## src/rtl/reg_file_nwp.sv

```systemverilog
`timescale 1ns/1ps
// reg_file_nwp: DEPTH x DATA_W register file with NWP prioritised write ports,
// synchronous clear, write-collision flag and a latency-1 read port (optional write-through).
module reg_file_nwp #(
   parameter int DATA_W = 16,
   parameter int DEPTH  = 4,
   parameter int NWP    = 2,
   parameter int BYPASS = 0,
   localparam int ADDR_W = (DEPTH > 2) ? $clog2(DEPTH) : 1
) (
   input  logic                    clock,
   input  logic                    reset,
   input  logic                    clear_in,
   input  logic [NWP-1:0]          wen_in,
   input  logic [NWP*ADDR_W-1:0]   waddr_in,
   input  logic [NWP*DATA_W-1:0]   d_in,
   input  logic                    rd_en_in,
   input  logic [ADDR_W-1:0]       rd_addr_in,
   output logic [DEPTH*DATA_W-1:0] a_out,
   output logic [DATA_W-1:0]       rd_data_out,
   output logic                    rd_valid_out,
   output logic                    wr_collision_out
);

   logic [DEPTH-1:0][DATA_W-1:0] regs_q, regs_d, view;
   logic [DEPTH-1:0]             hit_any;
   logic                         coll_d, coll_q;
   logic [DATA_W-1:0]            rd_sel, rd_data_q;
   logic                         rd_valid_q;

   // Ports scanned in ascending order so the highest-index hit wins. Out-of-range
   // addresses never match any i < DEPTH, so they neither write nor collide.
   always_comb begin
      regs_d  = regs_q;
      hit_any = '0;
      coll_d  = 1'b0;
      for (int i = 0; i < DEPTH; i++) begin
         for (int p = 0; p < NWP; p++) begin
            if (wen_in[p] && (waddr_in[p*ADDR_W +: ADDR_W] == ADDR_W'(i))) begin
               if (hit_any[i]) coll_d = 1'b1;
               hit_any[i] = 1'b1;
               regs_d[i]  = d_in[p*DATA_W +: DATA_W];
            end
         end
      end
      if (clear_in) regs_d = '0;
   end

   assign view  = (BYPASS != 0) ? regs_d : regs_q;
   assign a_out = view;

   always_comb begin
      rd_sel = '0;
      for (int i = 0; i < DEPTH; i++) begin
         if (rd_addr_in == ADDR_W'(i)) rd_sel = view[i];
      end
   end

   always_ff @(posedge clock or posedge reset) begin
      if (reset) begin
         regs_q     <= '0;
         coll_q     <= 1'b0;
         rd_data_q  <= '0;
         rd_valid_q <= 1'b0;
      end else begin
         regs_q     <= regs_d;
         coll_q     <= coll_d;
         rd_valid_q <= rd_en_in;
         if (rd_en_in) rd_data_q <= rd_sel;
      end
   end

   assign rd_data_out      = rd_data_q;
   assign rd_valid_out     = rd_valid_q;
   assign wr_collision_out = coll_q;

endmodule

```

## config.mk

```make
export PLATFORM = sky130hd
export DESIGN_NAME = reg_file_nwp
export DESIGN_NICKNAME = d
export VERILOG_FILES = /design/src/rtl/reg_file_nwp.sv
export SDC_FILE = /design/constraint.sdc
export NUM_CORES = 1
export LEC_CHECK = 0
export CORE_AREA = 3 3 182 113
export DETAILED_ROUTE_END_ITERATION = 8
export DIE_AREA = 0 0 185 116
export PLACE_DENSITY_LB_ADDON = 0.25
export SLEW_MARGIN = 5
export SYNTH_ARGS = -nofsm -noshare
export SYNTH_HDL_FRONTEND = slang
export SYNTH_SLANG_ARGS = --single-unit
```

## constraint.sdc

```tcl
create_clock -name clock -period 4 [get_ports clock]
set_clock_uncertainty 0.2 [all_clocks]
set_input_delay 0.8 -clock clock [delete_from_list [all_inputs] [get_ports clock]]
set_output_delay 0.8 -clock clock [all_outputs]
set_load 0.01 [all_outputs]
```

* Word-level counts from Yosys, hierarchy flattened
Index checks and enable logic that the tools add are counted.
** Word-level totals
- Register bits after elaboration :: 82
- Latch bits :: 0
- Bits in writable memories :: 0
- Memory bits (read-only) :: 0
- Bits of input ports :: 44
- Output and inout bits :: 82
- Memories :: 0
** Cells by class
- Add/subtract/negate cells :: 0
- $mul :: 0
- Div/mod/pow operators :: 0
- Order comparisons :: 0
- Eq/ne operators :: 9
- Shift-type cells :: 0
- Multiplexer cells :: 25
- Bitwise logic cells :: 0
- Reduce and logical (&&, ||, !) cells :: 15
** Operators by type and width (number)
- 2-to-1 mux 16 bit :: 12
- 2-to-1 mux 64 bit :: 1
- == test 2 bit (second input constant) :: 6
- 2-to-1 mux 1 bit :: 12
- nonzero test 3 bit :: 4
- logical AND 1 bit :: 8
- == test 2 x 1 -> 1 bit (second input constant) :: 3
- logical NOT 2 bit :: 3

* Depth between registers and ports, before layout
- Word-level depth :: 11
- Depth in mapped cells :: 5

* Worst setup path after synthesis
OpenSTA, ideal clock, no wires.
- Path kind :: input to register
- Start :: in rd_addr_in[0]
- End :: reg rd_data_q[0] (netlist: rd_data_out[0])
- Arrival time :: 1843 ps
- Data required time :: 3675 ps
- Path slack :: 1832 ps
- Stages on the path :: 4
- Cell sequence :: buf_6 > buf_6 > mux4_2 > mux2_2
** On the way
- Longest elaborated chain between the ends :: 5
- Elaborated cells on any way between the ends :: 8
** RTL lines
- start, declared :: line 18 : input logic [ADDR_W-1:0] rd_addr_in,
- logical NOT 2 bit :: line 55 : if (rd_addr_in == ADDR_W'(i)) rd_sel = view[i];
- 2-to-1 mux 16 bit (3 in series) :: line 55
- 2-to-1 mux 16 bit * :: line 55
- end signal, assigned :: line 69 : if (rd_en_in) rd_data_q <= rd_sel;
- end, declared :: line 28 : logic [DATA_W-1:0] rd_sel, rd_data_q;
Every way passes the cells marked *; elsewhere a longest branch is shown, timed or not.
A chain may end at the register's enable or synchronous reset.

* Worst setup path after layout
- Start :: in waddr_in[0]
- End :: reg regs_q (netlist bit a_out[46])
** On the way
- Longest elaborated chain between the ends :: 3
** RTL lines
- start, declared :: line 15 : input logic [NWP*ADDR_W-1:0] waddr_in,
- == test 2 bit :: line 39 : if (wen_in[p] && (waddr_in[p*ADDR_W +: ADDR_W] == ADDR_W'(i))) begin
- logical AND 1 bit :: line 39
- nonzero test 3 bit (no source line)
- end signal, assigned :: line 66 : regs_q <= regs_d;
- end, declared :: line 25 : logic [DEPTH-1:0][DATA_W-1:0] regs_q, regs_d, view;
No other way between the ends.

==> results by group <==
Timing
  – Final setup fails: 0
  – Fmax: 0.371 GHz
  – Final period utilization: 67.4%
  – Max Slew Vio Count: 0
  – Fin Hold WS: 0.305 ns
  – Post-layout min period: 2.69 ns
  – RSZ-0062 raised after global routing: false
  – Setup TNS: 0 ns
  – Hold Violations, Final: 0
  – Rel. slew slack: 39.2%
  – Slew of the pin with the lowest slew margin: 0.911 ns

CTS
  – Num CTS Buffers: 9
  – # resized after CTS: 0
  – CTS Hold Bufs: 0
  – Clk root buf: clkbuf_16
  – CTS tree: done
  – Worst-path clk slew: 0.06 ns
  – Clock sinks: 82
  – Post-CTS setup buffer count: 0
  – Clock latency at the later pin of the worst-skew pair: 0.33 ns
  – H-Tree Depth: 3
  – Clock Path Buffers: 2

Drt
  – Vias per inst: 4.84
  – Post-route DRC: 0
  – Iter 0 DRT Violations: 216
  – Vias: 3,476
  – Post-route ant nets: 0
  – Drt total wl: 14,900 um
  – Wire per inst: 20.7 um
  – First drt pass iteration count: 4

Floorplanning
  – Die width: 185 um
  – Initial core utilization: 22.9%
  – Vert. Die Dim: 116 um
  – Core area: 18,900 sq um
  – I/O Pins: 126
  – Row Count: 39
  – Die area: 21,500 sq um

Placed design
  – Port-buffer cells: 125
  – DP Wirelength: 9950 um
  – Gpl congestion: 0.743
  – Inst Count DP: 702

Critical path
  – Cell count of the worst reg-to-reg path: 2
  – Worst Setup Start Kind: input port
  – Worst r2r src: a_out[42]$_DFFE_PP0P_
  – Critical path class: input port to flop
  – Critical Path Fanout Max: 9
  – R2R setup slack: 2.50 ns
  – CP Capture Type: flop
  – RR Endpoint: rd_data_out[10]$_DFFE_PP0P_
  – WP data arrival: 2.73 ns
  – WP data required: 4.03 ns

Global routing
  – Grt ovf: 0
  – Vias in the first global route: 3,579
  – Initial antenna violation count: 0
  – Largest net degree at the start of global routing: 44
  – First-pass GRT wire length: 22,300 um
  – GRT Total Usage: 13.8%

Run
  – Max_cap viols: 0

Min path
  – Min-Delay Path Depth: 1
  – Hold Startpoint: rd_data_out[4]$_DFFE_PP0P_
  – Min-delay worst type: flop to flop
  – Hold Path End: rd_data_out[4]$_DFFE_PP0P_

Synth
  – Post-Syn Area: 4330 sq um
  – Flops & latches, synth: 82
  – Mapped Cells: 356
  – Synth warn: 0
  – Syn Area/Cell: 12.2 sq um
  – Seq/Total Area, Yosys: 47.4%
  – Syn_nets: 400
  – Number of distinct library cells after synthesis: 24

Power and ir drop
  – P_leak: 2.78 nW
  – Peak VDD IR: 0.186 mV
  – Total Power: 2.27 mW
  – Power per cell area: 373 nW/um^2

Layout
  – Non-filler cells, final: 718
  – # diodes: 0
  – Share of layout cells above drive strength 1: 13.1%
  – Multi-input gate area: 2080 sq um
  – Layout area overhead: 40.7%
  – Final #Nets: 511
  – Filler cell count: 1,879
  – Layout Utilization: 32.2%
  – FF+latch area: 2050 sq um

Status
  – Status: completed
## synth_stat cells, drive strengths merged
master	instances	share of area [%]
xor2	2	0.40
mux2	16	4.2
nand3b	4	0.69
a211o	16	3.2
nor3b	17	3.2
and3b	1	0.20
or3b	2	0.40
dfrtp	82	47
inv	1	0.087
mux4	16	8.3
nor2	48	4.2
a211oi	48	8.3
buf	20	3.3
nor4b	16	3.2
nand3	2	0.35
nor3	1	0.12
clkbuf	15	1.3
mux2i	48	11
nand2	1	0.087
## critical path, stage by stage
cell             delay [ns]
clkdlybuf4s50_1        0.51
nand3b_1               0.63
buf_4                  0.41
mux2i_1                0.13
a211oi_1               0.23
## layout by cell type (no fill, tap or decap), types with 2 or more instances in the layout
cell type and count:
mux2_2 16, nor3b_1 16, nand3b_1 4, clkinv_2 2, mux2i_1 48, clkbuf_16 9
buf_2 2, nor2_1 48, bufinv_16 2, a211o_1 16, xor2_1 2, mux4_2 16
nor4b_1 16, clkbuf_1 2, nand3_2 2, buf_4 9, dfrtp_1 82, or3b_1 2
clkdlybuf4s50_1 123, a211oi_1 48
## cell families (layout without fill, tap and decap cells)
| family | count (synthesis) | after routing | share of synthesized area, % |
|---|---|---|---|
| and+or+nand+nor | 92 | 92 | 12.4 |
| DFF | 82 | 82 | 47.4 |
| muxes | 80 | 80 | 23.6 |
| AOI/OAI and AO/OA | 64 | 64 | 11.6 |
| buffers and inverters | 36 | 152 | 4.68 |
| xor gates and xnor gates | 2 | 2 | 0.404 |
## worst max path at each step
| stage | start | endpoint | slack, ns | cells after the start |
|---|---|---|---|---|
| 3_3_place_gp | waddr_in[0] | a_out[39]$_DFFE_PP0P_ | 0.96 | 5 |
| 5_1_grt | waddr_in[0] | a_out[39]$_DFFE_PP0P_ | 1.20 | 5 |
| 3_5_place_dp | waddr_in[0] | a_out[40]$_DFFE_PP0P_ | 0.92 | 5 |
| 2_1_floorplan | reset | a_out[0]$_DFFE_PP0P_ | 0.89 | 1 |
| 4_1_cts | waddr_in[0] | a_out[46]$_DFFE_PP0P_ | 1.28 | 5 |
| 6_report | waddr_in[0] | a_out[46]$_DFFE_PP0P_ | 1.31 | 5 |
## layout make-up
cell class,count,share of cell area (%)
clock buffers,12,4.04
multi-input cells,238,34.2
flip-flops and latches,82,33.7
clock inverters,4,1.21
inverters,1,0.0821
well taps,246,5.05
repair buffers,135,21.8
## metrics by stage
stage	cell area, sq um	worst slack (ns)
2_1_floorplan	4330	0.892
6_report	6100	1.31
5_1_grt	6100	1.20
4_1_cts	6100	1.28
3_5_place_dp	5780	0.925
3_3_place_gp	5780	0.961
## report_power, final
part | internal [mW] | leakage [nW] | total [mW] | switching, mW
combinational | 0.232 | 1.52 | 0.431 | 0.199
sequential | 0.888 | 1.10 | 0.937 | 0.0495
clock | 0.566 | 0.157 | 0.903 | 0.337
## state kept, by name (all words and copies together), names as in the netlist
signal            cells
a_out                64
rd_data_out          16
rd_valid_out          1
wr_collision_out      1
## per-layer routing
metal,track usage (%),vias to the layer above,routed length [um]
met5,0,-,0
met4,2.40,0,102
met3,3.29,10,1070
met2,19.8,137,6130
met1,21.2,1749,7570
li1,-,1580,-
No activity file was read; power rests on OpenSTA's default activity.
